**config.mk**
```make
export PLATFORM = sky130hd
export DESIGN_NAME = wb_stage
export DESIGN_NICKNAME = d
export VERILOG_FILES = /design/src/rtl/wb_stage.sv
export SDC_FILE = /design/constraint.sdc
export NUM_CORES = 1
export LEC_CHECK = 0
export ABC_AREA = 0
export CAP_MARGIN = 20
export CORE_MARGIN = 2
export CORE_UTILIZATION = 57
export DETAILED_ROUTE_END_ITERATION = 12
export DONT_BUFFER_PORTS = 1
export GPL_TIMING_DRIVEN = 0
export PLACE_DENSITY_LB_ADDON = 0.12
export SYNTH_ARGS = -nofsm -noshare
export SYNTH_HDL_FRONTEND = slang
export SYNTH_SLANG_ARGS = --single-unit
```
**constraint.sdc**
```tcl
create_clock -name clk -period 1.4 [get_ports clk]
set_input_delay 0.14 -clock clk [delete_from_list [all_inputs] [get_ports clk]]
set_output_delay 0.14 -clock clk [all_outputs]
set_load 0.005 [all_outputs]
```
**src/rtl/wb_stage.sv**
```systemverilog
// wb_stage: writeback stage of the pipelined RV32 core.
// Holds the MEM/WB pipeline register and the result-select mux, and extends
// sub-word loads from a lane-aligned 32-bit memory word.
// Writes to x0 and writes from invalid slots are dropped when the register
// is loaded, so RegWriteW can never be set for x0 or for a bubble.
// Optional feature macro: WB_INSTRET_EN. When it is defined, a retired
// instruction counter drives InstRetW. When it is undefined, no counter
// flops are built and InstRetW is tied to zero.
module wb_stage #(
  parameter int DATA_WIDTH = 32,  // 32 or 64
  parameter int REG_ADDR_W = 5,
  parameter int CNT_WIDTH  = 64
) (
  input  logic                  clk,
  input  logic                  rst,
  input  logic                  StallW,
  input  logic                  FlushW,
  input  logic                  ValidM,
  input  logic                  RegWriteM,
  input  logic [REG_ADDR_W-1:0] RdM,
  input  logic [2:0]            ResultSrcM,
  input  logic [2:0]            Funct3M,
  input  logic [DATA_WIDTH-1:0] ALUResultM,
  input  logic [31:0]           ReadDataM,
  input  logic [DATA_WIDTH-1:0] PC_PlusM,
  input  logic [DATA_WIDTH-1:0] ImmExtM,
  output logic [DATA_WIDTH-1:0] ResultW,
  output logic [REG_ADDR_W-1:0] RdW,
  output logic                  RegWriteW,
  output logic                  ValidW,
  output logic [CNT_WIDTH-1:0]  InstRetW
);

  // Result select encodings
  localparam logic [2:0] SRC_ALU  = 3'b000;
  localparam logic [2:0] SRC_LOAD = 3'b001;
  localparam logic [2:0] SRC_PC   = 3'b010;
  localparam logic [2:0] SRC_IMM  = 3'b011;

  // Load type encodings (funct3)
  localparam logic [2:0] F3_LB  = 3'b000;
  localparam logic [2:0] F3_LH  = 3'b001;
  localparam logic [2:0] F3_LW  = 3'b010;
  localparam logic [2:0] F3_LBU = 3'b100;
  localparam logic [2:0] F3_LHU = 3'b101;
  localparam logic [2:0] F3_LWU = 3'b110;

  // ---------------------------------------------------------------------------
  // W pipeline register fields
  // ---------------------------------------------------------------------------
  logic                  valid_reg;
  logic                  regwrite_reg;
  logic [REG_ADDR_W-1:0] rd_reg;
  logic [2:0]            src_reg;
  logic [2:0]            funct3_reg;
  logic [DATA_WIDTH-1:0] alu_reg;
  logic [31:0]           rdata_reg;
  logic [DATA_WIDTH-1:0] pc_reg;
  logic [DATA_WIDTH-1:0] imm_reg;

  // Qualified write enable: only a valid instruction that targets a register
  // other than x0 can write.
  logic regwrite_next;

  // Qualify the incoming write enable before it is registered
  always_comb begin
    regwrite_next = RegWriteM & ValidM & (RdM != '0);
  end

  // W register update: reset, then flush (bubble), then stall (hold), then capture
  always_ff @(posedge clk) begin
    if (rst) begin
      valid_reg    <= 1'b0;
      regwrite_reg <= 1'b0;
      rd_reg       <= '0;
      src_reg      <= '0;
      funct3_reg   <= '0;
      alu_reg      <= '0;
      rdata_reg    <= '0;
      pc_reg       <= '0;
      imm_reg      <= '0;
    end else if (FlushW) begin
      valid_reg    <= 1'b0;
      regwrite_reg <= 1'b0;
      rd_reg       <= '0;
      src_reg      <= '0;
      funct3_reg   <= '0;
      alu_reg      <= '0;
      rdata_reg    <= '0;
      pc_reg       <= '0;
      imm_reg      <= '0;
    end else if (!StallW) begin
      valid_reg    <= ValidM;
      regwrite_reg <= regwrite_next;
      rd_reg       <= RdM;
      src_reg      <= ResultSrcM;
      funct3_reg   <= Funct3M;
      alu_reg      <= ALUResultM;
      rdata_reg    <= ReadDataM;
      pc_reg       <= PC_PlusM;
      imm_reg      <= ImmExtM;
    end
  end

  // ---------------------------------------------------------------------------
  // Load lane extraction
  // ---------------------------------------------------------------------------
  logic [7:0]  byte_lanes [4];
  logic [1:0]  lane_addr;
  logic [7:0]  byte_sel;
  logic [15:0] half_sel;

  // Split the registered memory word into its four byte lanes
  generate
    for (genvar gi = 0; gi < 4; gi++) begin : g_byte_lane
      assign byte_lanes[gi] = rdata_reg[8*gi +: 8];
    end
  endgenerate

  // Pick the byte and half lanes addressed by the low address bits;
  // a misaligned half address simply ignores bit 0.
  always_comb begin
    lane_addr = alu_reg[1:0];
    byte_sel  = byte_lanes[lane_addr];
    half_sel  = lane_addr[1] ? rdata_reg[31:16] : rdata_reg[15:0];
  end

  logic [DATA_WIDTH-1:0] load_ext;

  // Sign/zero extend the selected lane according to the load type
  always_comb begin
    load_ext = '0;
    case (funct3_reg)
      F3_LB:   load_ext = DATA_WIDTH'($signed(byte_sel));
      F3_LBU:  load_ext = DATA_WIDTH'(byte_sel);
      F3_LH:   load_ext = DATA_WIDTH'($signed(half_sel));
      F3_LHU:  load_ext = DATA_WIDTH'(half_sel);
      F3_LW:   load_ext = DATA_WIDTH'($signed(rdata_reg));
      F3_LWU:  load_ext = DATA_WIDTH'(rdata_reg);
      default: load_ext = DATA_WIDTH'(rdata_reg);  // 011 / 111
    endcase
  end

  // ---------------------------------------------------------------------------
  // Result select and outputs
  // ---------------------------------------------------------------------------
  // Choose the writeback value; unused encodings produce zero
  always_comb begin
    ResultW = '0;
    case (src_reg)
      SRC_ALU:  ResultW = alu_reg;
      SRC_LOAD: ResultW = load_ext;
      SRC_PC:   ResultW = pc_reg;
      SRC_IMM:  ResultW = imm_reg;
      default:  ResultW = '0;
    endcase
  end

  assign RdW       = rd_reg;
  assign RegWriteW = regwrite_reg;
  assign ValidW    = valid_reg;

  // ---------------------------------------------------------------------------
  // Retired instruction counter
  // ---------------------------------------------------------------------------
`ifdef WB_INSTRET_EN
  logic                 retire;
  logic [CNT_WIDTH-1:0] instret_reg;

  // The W instruction leaves the stage (and retires) whenever the register is
  // not holding it: either it is overwritten by capture or by a flush.
  always_comb begin
    retire = valid_reg & (FlushW | ~StallW) & ~rst;
  end

  // Count retirements; the counter wraps naturally at its width
  always_ff @(posedge clk) begin
    if (rst) begin
      instret_reg <= '0;
    end else if (retire) begin
      instret_reg <= instret_reg + CNT_WIDTH'(1);
    end
  end

  assign InstRetW = instret_reg;
`else
  assign InstRetW = '0;
`endif

endmodule
```
# After elaboration in Yosys (flattened, before gate mapping)
# Cells that the tools add are included.
[word_totals] in_bits=145 out_inout_bits=103 regBits=141
[classes] reduce_logical=4 muxes=6 eq_ne=6 bitwise_logic=3 order_cmp=1
[ops] op="case mux 32 bit (4 select lines)" n=2
[ops] op="binary-select mux 8 bit (select 2 bit)" n=1
[ops] op="two-way mux 16 bit" n=1
[ops] op="two-way mux 8 bit" n=2
[ops] op="== test 3 x 1 -> 1 bit, second input constant" n=2
[ops] op="== test 3 x 2 -> 1 bit, second input constant" n=2
[ops] op="== test 3 bit, second input constant" n=2
[ops] op="zero test 3 bit" n=2
[ops] op="nonzero test 5 bit" n=1
[ops] op=">= comparator 3 bit, second input constant" n=1
[ops] op="NOT 2 -> 3 bit" n=1
[ops] op="AND 1 bit" n=2
[ops] op="OR reduction 2 bit" n=1

# Depth between registers and ports, before layout
# Gate-level depths: netlist of the first run.
[logic_depth] word_depth=6 depth_mapped=7

# Worst setup path after synthesis of the first run
# OpenSTA, ideal clock, no wires.
[synth_timing] kind="register to output" start="register alu_reg[0]" end="output ResultW[10]" n_path_buf=0 arrival_time_ns=1.412 setup_slack_ns=-0.152 stages_incl_launch_ff=5 cell_sequence="dfxtp_1 -> mux4_2 -> nor3b_4 -> a211oi_1 -> o22ai_1"
[synth_via] elab_chain_cells=6
[synth_rtl] element="start, declared" line="56" rtl="logic [DATA_WIDTH-1:0] alu_reg;"
[synth_rtl] element="start signal, assigned" line="98" rtl="alu_reg <= ALUResultM;"
[synth_rtl] element="NOT 2 -> 3 bit (not written as such)" line="124" rtl="byte_sel = byte_lanes[lane_addr];"
[synth_rtl] element="binary-select mux 8 bit (select 2 bit)" line="124"
[synth_rtl] element="two-way mux 8 bit (not written as such) (2 in a row)" line="124"
[synth_rtl] element="case mux 32 bit (4 select lines)" line="133" rtl="case (funct3_reg)"
[synth_rtl] element="case mux 32 bit (4 select lines)" line="150" rtl="case (src_reg)"
[synth_rtl] element="end, declared" line="27" rtl="output logic [DATA_WIDTH-1:0] ResultW,"
# No other way between the ends. The select of a mux whose other input is x is not followed.

# Worst setup path after layout of the first run
[layout_timing] start="register alu_reg[0]" end="output ResultW[8]"
# The elaborated chain is that of the path after synthesis.

==> flow_summary_export.csv, run 1 <==
group,metric,value,unit
sta,finalHoldViolCount,0,
run,drv_cap,0,
placed_design,dp_cells,964,
placed_design,io_buffers,0,
clock_tree,clock_path_buffers,2,
synth,postSynthRegisterBits,141,
setup_path,data_arrival_time_of_the_critical_path,1.90,ns
clock_tree,cts_max_level,4,
power_and_ir_drop,worst_ir_drop_vdd,1090,uV
setup_path,critical_path_required,1.26,ns
sta,fmax,491,MHz
clock_tree,cts-buffers-inserted,17,
clock_tree,cts.sink_count,141,
route,avgViaCountPerCell,5.72,
min_path,hold_path_depth,3,
floorplanning,start_util,58.0,%
sta,timing.final.crit_period,2.04,ns
setup_path,critPathMaxFanout,7,
setup_path,timing.rr.start,"funct3_reg[1]",
floorplanning,dieWidth,114,microns
setup_path,worstSetupPathType,"flop to output pin",
sta,slew_violations,0,
route,avgRoutedWirePerCell,21.4,microns
route,drtPass1Iterations,5,
finish,multiInputGateArea,4020,sq um
setup_path,worst_setup_path_endpoint,"ResultW[8]",
finish,finalCoreUtilization,85.3,%
placed_design,placement.setup.worst_slack,-0.483,ns
sta,holdWs,0.0433,ns
finish,fin_nets,1143,
finish,final-seq-area,2840,sq um
grt,grt_start_max_net_pins,17,
setup_path,r2r-end,"funct3_reg[1]",
setup_path,cp_cell_sequence,"mux4_2, nor3b_4, a211oi_2, o22ai_2",
synth,postSynth.topFlopCell,"sky130_fd_sc_hd__dfxtp_1",
synth,post_synth_instance_area,6910,sq um
route,detailedRoute.firstIterationViolations,486,
clock_tree,tritoncts,"done",
floorplanning,floorplan.core_area,11900,sq um
power_and_ir_drop,p_per_area,1030,nW/um^2
sta,postLayoutSetupSlackWorst,-0.635,ns
finish,insertedDiodeCount,0,
power_and_ir_drop,power.total,10.5,mW
finish,area_growth_from_synthesis_to_layout,47.2,%
synth,yosysUniqueCellTypes,35,
route,drcViolationCount,0,
finish,fillerInstances,637,
sta,finalClockSkew,0,ns
route,antenna_left,0,
grt,first_global_vias,6716,
setup_path,r2r_slack,0.22,ns
setup_path,slowest_delay,0.51,ns
grt,grt_antenna_before_repair,0,
clock_tree,clockRootBuffer,"sky130_fd_sc_hd__clkbuf_16",
grt,grt_overflow_total,0,
finish,drive_gt1_share,24.8,%
sta,fin_tns_setup,-17.56,ns
sta,timing.final.setup_violations,32,
finish,final_cell_count_no_fill,1158,
floorplanning,top_level_ports,248,
route,num_vias,6629,
outcome,violations,"setup timing",
floorplanning,die-height,114,microns
setup_path,setup.worst_path.start_class,"flop",
sta,max-slew-margin-rel,55.8,%
synth,synth_async_sr_flop_share,0,%
placed_design,placed_area,7350,sq um
placed_design,gp_congestion,0.921,
sta,setup_repair_after_global_routing_missed_its_margin,"true",
finish,postLayoutCellArea,10200,sq um
sta,finalCritPeriodShare,145,%
synth,ys.warnings.count,0,
power_and_ir_drop,static-leakage-power,4.41,nW
floorplanning,row_count,40,
synth,post_synth.cell_area_avg,9.16,sq um
grt,grt_pass1_wl,36500,microns
floorplanning,die-area,13000,sq um
outcome,run_status,"finished with violations",
route,routed_wirelength,24700,microns
min_path,worst_hold_path_type,"input pin to flop",
synth,synth_seq_area_share,40.9,%
grt,total_global_routing_track_utilization,37.1,%
synth,synthesis.instances,754,
setup_path,beginning_of_the_critical_path,"alu_reg[0]",
clock_tree,clock_insertion_delay_worst_skew,0.42,ns
clock_tree,cts_clock_pin_slew_for_the_worst_setup_and_hold_paths,0.06,ns
setup_path,worst_setup_path_end_kind,"output pin",
sta,worst_slew_pin_slew,0.662,ns
placed_design,post_dp_hpwl,15300,microns
setup_path,cpMaxStageDelayCell,"sky130_fd_sc_hd__mux4_2",
setup_path,rr_worst_depth,3,
synth,synth_edf_count,0,
[cells in the mapped netlist, types with 2 or more instances]
library cell | instances | area share (%)
sky130_fd_sc_hd__nor2_1 | 182 | 9.9
sky130_fd_sc_hd__nand2_1 | 18 | 0.98
sky130_fd_sc_hd__o22ai_1 | 16 | 1.4
sky130_fd_sc_hd__mux2_2 | 9 | 1.5
sky130_fd_sc_hd__buf_4 | 67 | 7.3
sky130_fd_sc_hd__mux2i_1 | 170 | 25
sky130_fd_sc_hd__a211oi_1 | 7 | 0.76
sky130_fd_sc_hd__o21ai_0 | 9 | 0.65
sky130_fd_sc_hd__buf_6 | 2 | 0.33
sky130_fd_sc_hd__a21oi_1 | 35 | 2.5
sky130_fd_sc_hd__mux4_2 | 2 | 0.65
sky130_fd_sc_hd__buf_2 | 21 | 1.5
sky130_fd_sc_hd__o221ai_1 | 7 | 0.89
sky130_fd_sc_hd__dfxtp_1 | 141 | 41
sky130_fd_sc_hd__nor3b_4 | 2 | 0.54
sky130_fd_sc_hd__clkbuf_1 | 28 | 1.5
sky130_fd_sc_hd__o211ai_1 | 17 | 1.8
sky130_fd_sc_hd__inv_1 | 2 | 0.11
sky130_fd_sc_hd__buf_1 | 2 | 0.11
sky130_fd_sc_hd__and2_0 | 2 | 0.18
[worst max-delay path: cells and delay by family, from the launching register on]
kind / cells / cell delay, ns
and+or+nand+nor: 1 / 0.21
DFF: 1 / 0.38
AOI/OAI and AO/OA: 2 / 0.38
muxes: 1 / 0.51
[per-layer routing]
layer  up-vias  global-route usage [%]  routed length (microns)
li1       2946                       -                        -
met1      3172                    43.4                     9300
met2       417                    65.0                    12400
met3        94                    8.31                     2050
met4         0                    16.7                     1010
met5         -                       0                        0
[power by group]
group          leakage, nW  switching [mW]  internal, mW
Clock                0.293            1.84          2.80
Sequential            1.15           0.120          4.15
Combinational         2.97           0.741         0.804
[worst min-delay path by stage]
stage	slack, ns	start	end
final	0.04	ValidM	ValidW
after CTS	0.03	ValidM	ValidW
after global routing	0.09	ValidM	RegWriteW
after detailed placement	0.29	PC_PlusM[22]	pc_reg[22]
after global placement	0.29	PC_PlusM[0]	pc_reg[0]
after floorplan	0.28	ALUResultM[0]	alu_reg[0]
[cells by family (layout without fill, tap and decap cells)]
group           after synthesis  after routing  synth area share [%]
flops                       141            141                  40.9
simple gates                214            214                  12.6
buf+inv                     123            317                  10.9
compound gates               94             94                  8.73
other cells                   1             64                0.0543
mux                         181            181                  26.8
[cell type report]
type                    count  share of cell area [%]
flip-flops and latches    141                    27.9
plain buffers             118                    8.40
repair buffers            165                    16.3
multi-input cells         553                    39.5
well taps                 147                    1.81
clock inverters            11                    1.32
clock buffers              21                    4.64
inverters                   2                  0.0739
[cell usage in the layout (no fill, tap or decap), types with 5 or more instances in the layout]
cell type	Yosys	routed
sky130_fd_sc_hd__o22ai_2	0	13
sky130_fd_sc_hd__mux2_2	9	5
sky130_fd_sc_hd__buf_6	2	13
sky130_fd_sc_hd__dfxtp_1	141	131
sky130_fd_sc_hd__dfxtp_2	0	9
sky130_fd_sc_hd__a21oi_1	35	13
sky130_fd_sc_hd__nor2_4	0	5
sky130_fd_sc_hd__a211oi_2	0	7
sky130_fd_sc_hd__a21oi_2	0	21
sky130_fd_sc_hd__clkinv_4	0	6
sky130_fd_sc_hd__conb_1	1	64
sky130_fd_sc_hd__clkbuf_16	0	18
sky130_fd_sc_hd__buf_4	67	79
sky130_fd_sc_hd__nand2_1	18	16
sky130_fd_sc_hd__dlygate4sd3_1	0	140
sky130_fd_sc_hd__nor2_1	182	174
sky130_fd_sc_hd__o211ai_1	17	17
sky130_fd_sc_hd__buf_2	21	16
sky130_fd_sc_hd__clkbuf_1	28	20
sky130_fd_sc_hd__mux2i_1	170	166
sky130_fd_sc_hd__o21ai_0	9	7
sky130_fd_sc_hd__clkbuf_2	1	6
[timing repair]
item | in CTS | in global routing
endpoints found under the setup margin | 33 | 32
hold buffers | 140 | 0
gates resized for setup | 111 | 39
hold endpoints to repair | 140 | 0
buffers inserted | 18 | 3
gates cloned | 4 | 0
pin swaps | 31 | 17
Note: power is estimated with default switching activity, not from simulation.
==> run 2: changes to the inputs <==
CELL_PAD_IN_SITES_DETAIL_PLACEMENT = 0   (was default)
CELL_PAD_IN_SITES_GLOBAL_PLACEMENT = 1   (was default)
CORE_UTILIZATION = 42   (was 57)
PLACE_DENSITY_LB_ADDON = 0.1   (was 0.12)
==> run 2 against run 1 <==
  * The run still ends with setup timing left
  * Sequential cell count unchanged
  * Global-route usage decreased by 10 points
  * Design area is 0.17% lower
  * Hold slack gained 0.017 ns
  * Worst setup slack worse by 0.032 ns
  * Power down 3.5%
  * Combinational power decreased by 5%
  * Clock power is 6.0% lower
  * Clock-buffer cell count decreased by 4
  * Critical path type unchanged
  * Critical endpoint is now ResultW[9]
  * Largest cell class unchanged
==> flow_summary_export.csv, run 2 (synthesis gave the netlist of run 1 again) <==
group,metric,value,unit
finish,layout_common_cells,"sky130_fd_sc_hd__nor2_1, sky130_fd_sc_hd__mux2i_1, sky130_fd_sc_hd__dlygate4sd3_1",
sta,finalClockSkew,0,ns
sta,timing.final.setup_violations,32,
sta,finalHoldViolCount,0,
setup_path,setup.worst_path.start_class,"flop",
clock_tree,clock_insertion_delay_worst_skew,0.41,ns
placed_design,gp_congestion,0.900,
clock_tree,clock_path_buffers,2,
power_and_ir_drop,pwr-share-clk,43.2,%
grt,grt_start_max_net_pins,17,
floorplanning,die-height,132,microns
sta,slew_violations,0,
setup_path,critical_path_required,1.26,ns
floorplanning,row_count,46,
power_and_ir_drop,power.sequential.fraction,42.2,%
sta,fin_tns_setup,-17.32,ns
route,num_vias,6085,
setup_path,data_arrival_time_of_the_critical_path,1.93,ns
finish,final-seq-area,2840,sq um
power_and_ir_drop,swShare,26.6,%
finish,area_growth_from_synthesis_to_layout,46.9,%
outcome,run_status,"finished with violations",
sta,setup_repair_after_global_routing_missed_its_margin,"true",
route,drtPass1Iterations,5,
grt,grt_antenna_before_repair,0,
clock_tree,cts-buffers-inserted,17,
route,drcViolationCount,0,
min_path,hold_path_depth,3,
finish,commonest_non_fill_non_tap_cell_in_the_layout,"sky130_fd_sc_hd__nor2_1",
setup_path,worstSetupPathType,"flop to output pin",
sta,finalCritPeriodShare,148,%
setup_path,rr_worst_depth,3,
finish,drive_gt1_share,24.5,%
grt,first_global_vias,6204,
sta,postLayoutSetupSlackWorst,-0.667,ns
clock_tree,cts_clock_pin_slew_for_the_worst_setup_and_hold_paths,0.06,ns
setup_path,worst_setup_path_end_kind,"output pin",
power_and_ir_drop,p_per_area,994,nW/um^2
grt,grt_pass1_wl,35600,microns
clock_tree,clockRootBuffer,"sky130_fd_sc_hd__clkbuf_16",
outcome,violations,"setup timing",
sta,worst_slew_pin_slew,0.739,ns
min_path,worst_hold_path_type,"input pin to flop",
sta,max-slew-margin-rel,50.7,%
route,detailedRoute.firstIterationViolations,312,
floorplanning,floorplan.core_area,16000,sq um
placed_design,io_buffers,0,
finish,fillerInstances,1371,
finish,fin_nets,1140,
grt,grt_overflow_total,0,
route,avgViaCountPerCell,4.97,
setup_path,critPathMaxFanout,7,
sta,holdWs,0.0599,ns
power_and_ir_drop,internal_power,7.40,mW
power_and_ir_drop,static-leakage-power,4.37,nW
sta,timing.final.crit_period,2.07,ns
route,antenna_left,0,
clock_tree,tritoncts,"done",
route,routed_wirelength,23200,microns
route,avgRoutedWirePerCell,18.9,microns
run,drv_cap,0,
floorplanning,dieWidth,132,microns
grt,total_global_routing_track_utilization,26.7,%
floorplanning,start_util,43.2,%
clock_tree,cts_max_level,4,
sta,fmax,484,MHz
power_and_ir_drop,worst_ir_drop_vdd,815,uV
power_and_ir_drop,p_sw,2.69,mW
clock_tree,cts.sink_count,141,
placed_design,post_dp_hpwl,16800,microns
floorplanning,die-area,17500,sq um
finish,multiInputGateArea,3980,sq um
power_and_ir_drop,comb_power_share,14.5,%
floorplanning,top_level_ports,248,
[run 2: repair_timing]
action | 4_1_cts | 5_1_grt
gates cloned | 3 | 1
resized for setup | 111 | 34
setup endpoints to repair | 122 | 32
hold buffers | 140 | 0
endpoints found under the hold margin | 140 | 0
pin swaps | 19 | 13
buffers inserted | 17 | 4
[run 2: path summary, 6_finish.rpt]
check,start,end,slack (ns)
setup reg to reg,funct3_reg[0],funct3_reg[0],0.19
hold / removal,ValidM,ValidW,0.06
hold reg to reg,RegWriteW,RegWriteW,0.50
setup / recovery,rdata_reg[15],ResultW[9],-0.67
[run 2: worst max-delay path: stages, from the launching register on]
cell and delay, ns:
sky130_fd_sc_hd__dfxtp_1 0.38, sky130_fd_sc_hd__mux4_2 0.49, sky130_fd_sc_hd__nor3b_4 0.18, sky130_fd_sc_hd__buf_12 0.16, sky130_fd_sc_hd__a211oi_4 0.15, sky130_fd_sc_hd__o22ai_2 0.14
[run 2: per-stage QoR]
| stage | total power [mW] | setup slack, ns | area (sq um) | std cells | util [%] |
|---|---|---|---|---|---|
| final | 10.1 | -0.667 | 10100 | 1224 | 63.4 |
| after floorplan | 5.09 | -0.0553 | 7170 | 817 | - |
| after global placement | 5.30 | -0.521 | 7440 | 1033 | 46.5 |
| after detailed placement | 5.32 | -0.543 | 7440 | 1033 | 46.5 |
| after CTS | 10.1 | -0.663 | 10000 | 1222 | 62.5 |
| after global routing | 10.5 | -0.708 | 10100 | 1223 | 63.4 |
[run 2: power by group through the flow]
stage / combinational [mW] / sequential (mW) / clock, mW
after detailed placement: 0.994 / 4.33 / 0
after floorplan: 0.802 / 4.29 / 0
after global placement: 0.978 / 4.32 / 0
after CTS: 1.42 / 4.25 / 4.41
after global routing: 1.58 / 4.27 / 4.62
final: 1.47 / 4.26 / 4.36
[run 2: layout make-up]
type                            instances  share of cell area [%]
Clock buffer                           17                    4.19
Tap cell                              216                    2.66
Inverter                                2                  0.0740
Sequential cell                       141                    28.0
Buffer                                118                    8.52
Clock inverter                         14                    1.37
Multi-Input combinational cell        553                    39.2
Antenna cell                            1                  0.0247
Timing Repair Buffer                  162                    16.0
[run 2: layer usage]
metal / global-route usage, % / wire length (microns)
met5: 0 / 0
met4: 8.36 / 417
met3: 7.15 / 1490
met2: 43.4 / 11100
met1: 34.6 / 10200
==> run 3: changes to the inputs <==
CELL_PAD_IN_SITES_DETAIL_PLACEMENT = 1   (was 0)
CELL_PAD_IN_SITES_GLOBAL_PLACEMENT = 2   (was 1)
CORE_UTILIZATION = 33   (was 42)
==> run 3 against run 2 <==
  * The run still ends with setup timing left
  * Hold slack worse by 0.027 ns
  * Sequential power about the same
  * Sequential share of layout area decreased by 0.97 points
  * Die area increased by 26%
  * Routed wire length grew 13%
  * Sequential cell count is the same
  * First-iteration DRC count fell by 39%
  * Critical endpoint unchanged
  * Combinational power is 4% higher
  * Via count increased by 2.5%
  * Power rose by 5.4%
  * Design area increased by 3.5%
  * Largest power group unchanged
==> flow_summary_export.csv, run 3 (synthesis gave the netlist of run 1 again) <==
group,metric,value,unit
route,antenna_left,0,
sta,timing.final.setup_violations,32,
sta,worst_slew_pin_slew,0.767,ns
route,avgRoutedWirePerCell,20.4,microns
power_and_ir_drop,comb_power_share,14.4,%
power_and_ir_drop,power.sequential.fraction,40.1,%
grt,grt_start_max_net_pins,17,
clock_tree,clock_insertion_delay_worst_skew,0.43,ns
grt,total_global_routing_track_utilization,23.6,%
grt,grt_overflow_total,0,
setup_path,slowest_delay,0.50,ns
run,drv_cap,0,
floorplanning,floorplan.core_area,20400,sq um
floorplanning,die-area,22100,sq um
setup_path,worst_setup_path_end_kind,"output pin",
min_path,hold_path_depth,3,
route,detailedRoute.firstIterationViolations,191,
power_and_ir_drop,pwr-share-clk,45.5,%
placed_design,io_buffers,0,
grt,grt_pass1_wl,38900,microns
clock_tree,tritoncts,"done",
grt,grt_antenna_before_repair,1,
placed_design,gp_congestion,0.891,
sta,slew_violations,0,
finish,commonest_non_fill_non_tap_cell_in_the_layout,"sky130_fd_sc_hd__nor2_1",
finish,fillerInstances,2288,
sta,postLayoutSetupSlackWorst,-0.671,ns
sta,timing.final.crit_period,2.07,ns
route,drtPass1Iterations,5,
sta,setup_repair_after_global_routing_missed_its_margin,"true",
setup_path,r2r_slack,0.16,ns
setup_path,setup.worst_path.start_class,"flop",
route,num_vias,6236,
floorplanning,row_count,52,
finish,drive_gt1_share,25.3,%
route,topRoutingLayerUsed,"met4",
clock_tree,cts_max_level,4,
route,routed_length_on_met1,11100,microns
setup_path,critPathMaxFanout,7,
sta,fin_tns_setup,-17.64,ns
route,drcViolationCount,0,
outcome,run_status,"finished with violations",
setup_path,critical_path_required,1.26,ns
sta,max-slew-margin-rel,48.8,%
setup_path,data_arrival_time_of_the_critical_path,1.93,ns
power_and_ir_drop,worst_ir_drop_vdd,830,uV
clock_tree,cts.sink_count,141,
finish,area_growth_from_synthesis_to_layout,52.1,%
sta,finalCritPeriodShare,148,%
setup_path,cpMaxStageDelayCell,"sky130_fd_sc_hd__mux4_2",
finish,postLayoutCellArea,10500,sq um
floorplanning,start_util,33.9,%
sta,fmax,483,MHz
placed_design,post_dp_hpwl,18800,microns
clock_tree,clockRootBuffer,"sky130_fd_sc_hd__clkbuf_16",
floorplanning,dieWidth,149,microns
setup_path,worstSetupPathType,"flop to output pin",
setup_path,rr_worst_depth,3,
placed_design,placed_area,7510,sq um
power_and_ir_drop,power.total,10.6,mW
power_and_ir_drop,p_per_area,1010,nW/um^2
grt,first_global_vias,6639,
floorplanning,die-height,149,microns
clock_tree,cts_clock_pin_slew_for_the_worst_setup_and_hold_paths,0.07,ns
power_and_ir_drop,p_sw,2.70,mW
sta,finalClockSkew,0,ns
setup_path,cp_cell_sequence,"mux4_2, nor3b_4, buf_12, a211oi_2, o22ai_2",
sta,finalHoldViolCount,0,
power_and_ir_drop,internal_power,7.93,mW
min_path,worst_hold_path_type,"input pin to flop",
finish,finalCoreUtilization,51.6,%
finish,layout_common_cells,"sky130_fd_sc_hd__nor2_1, sky130_fd_sc_hd__mux2i_1, sky130_fd_sc_hd__dlygate4sd3_1",
power_and_ir_drop,static-leakage-power,4.49,nW
finish,fin_nets,1148,
route,avgViaCountPerCell,4.85,
power_and_ir_drop,swShare,25.4,%
route,wl_met2,13000,microns
clock_tree,cts-buffers-inserted,17,
route,routed_wirelength,26200,microns
clock_tree,clock_path_buffers,2,
floorplanning,top_level_ports,248,
route,wl_met3,1610,microns
placed_design,placement.setup.worst_slack,-0.655,ns
outcome,violations,"setup timing",
run 3: cell types whose count changed in the layout (fill, tap and decap cells not counted), sizes merged:
cell / change
clkinv: -2
buf: +5
bufinv: +2
clkinvlp: -2
clkbuf: +7
inv: -1
run 3: layout make-up:
class	count	area (sq um)	area share, %
timing repair buffer	169	1750	16.7
clock buffer	21	470	4.48
buffer	119	913	8.70
multi-input combinational	553	4030	38.4
antenna	1	2.50	0.0238
sequential	141	2840	27.0
inverter	2	7.51	0.0715
tap	270	338	3.22
clock inverter	11	155	1.48
run 3: through the flow:
stage | cells | hold WS [ns]
floorplan | 817 | 0.283
global placement | 1087 | 0.285
detailed placement | 1087 | 0.295
CTS | 1276 | 0.0183
global route | 1287 | 0.0578
finish | 1287 | 0.0324
run 3: path summary, 6_finish.rpt:
path	from	to
setup / recovery	rdata_reg[31]	ResultW[9]
hold / removal	ValidM	ValidW
setup reg to reg	funct3_reg[1]	funct3_reg[1]
hold reg to reg	imm_reg[31]	imm_reg[31]
run 3: worst max-delay path, delay by kind of cell, from the launching register on:
kind | cells | cell delay [ns]
DFF | 1 | 0.36
and+or+nand+nor | 1 | 0.18
muxes | 1 | 0.50
buffers and inverters | 1 | 0.15
AOI/OAI and AO/OA | 2 | 0.32
run 3: power by group through the flow:
stage / combinational, mW / sequential [mW] / clock, mW
after detailed placement: 1.01 / 4.33 / 0
after global routing: 1.65 / 4.27 / 5.11
final: 1.53 / 4.26 / 4.84
after global placement: 0.990 / 4.32 / 0
after floorplan: 0.802 / 4.29 / 0
after CTS: 1.45 / 4.26 / 4.89
run 3: per-layer routing:
layer / vias up / global-route usage (%)
met5: - / 0
met4: 0 / 7.90
met3: 30 / 5.49
met2: 196 / 40.6
met1: 3056 / 29.1
li1: 2954 / -
run 3: repair_timing:
action                     4_1_cts  5_1_grt
setup endpoints to repair      123       32
pin swaps                       28       20
setup buffers                   15        9
hold endpoints to repair       140        0
hold buffers                   140        0
resized for setup              124       32
gates cloned                     4        1
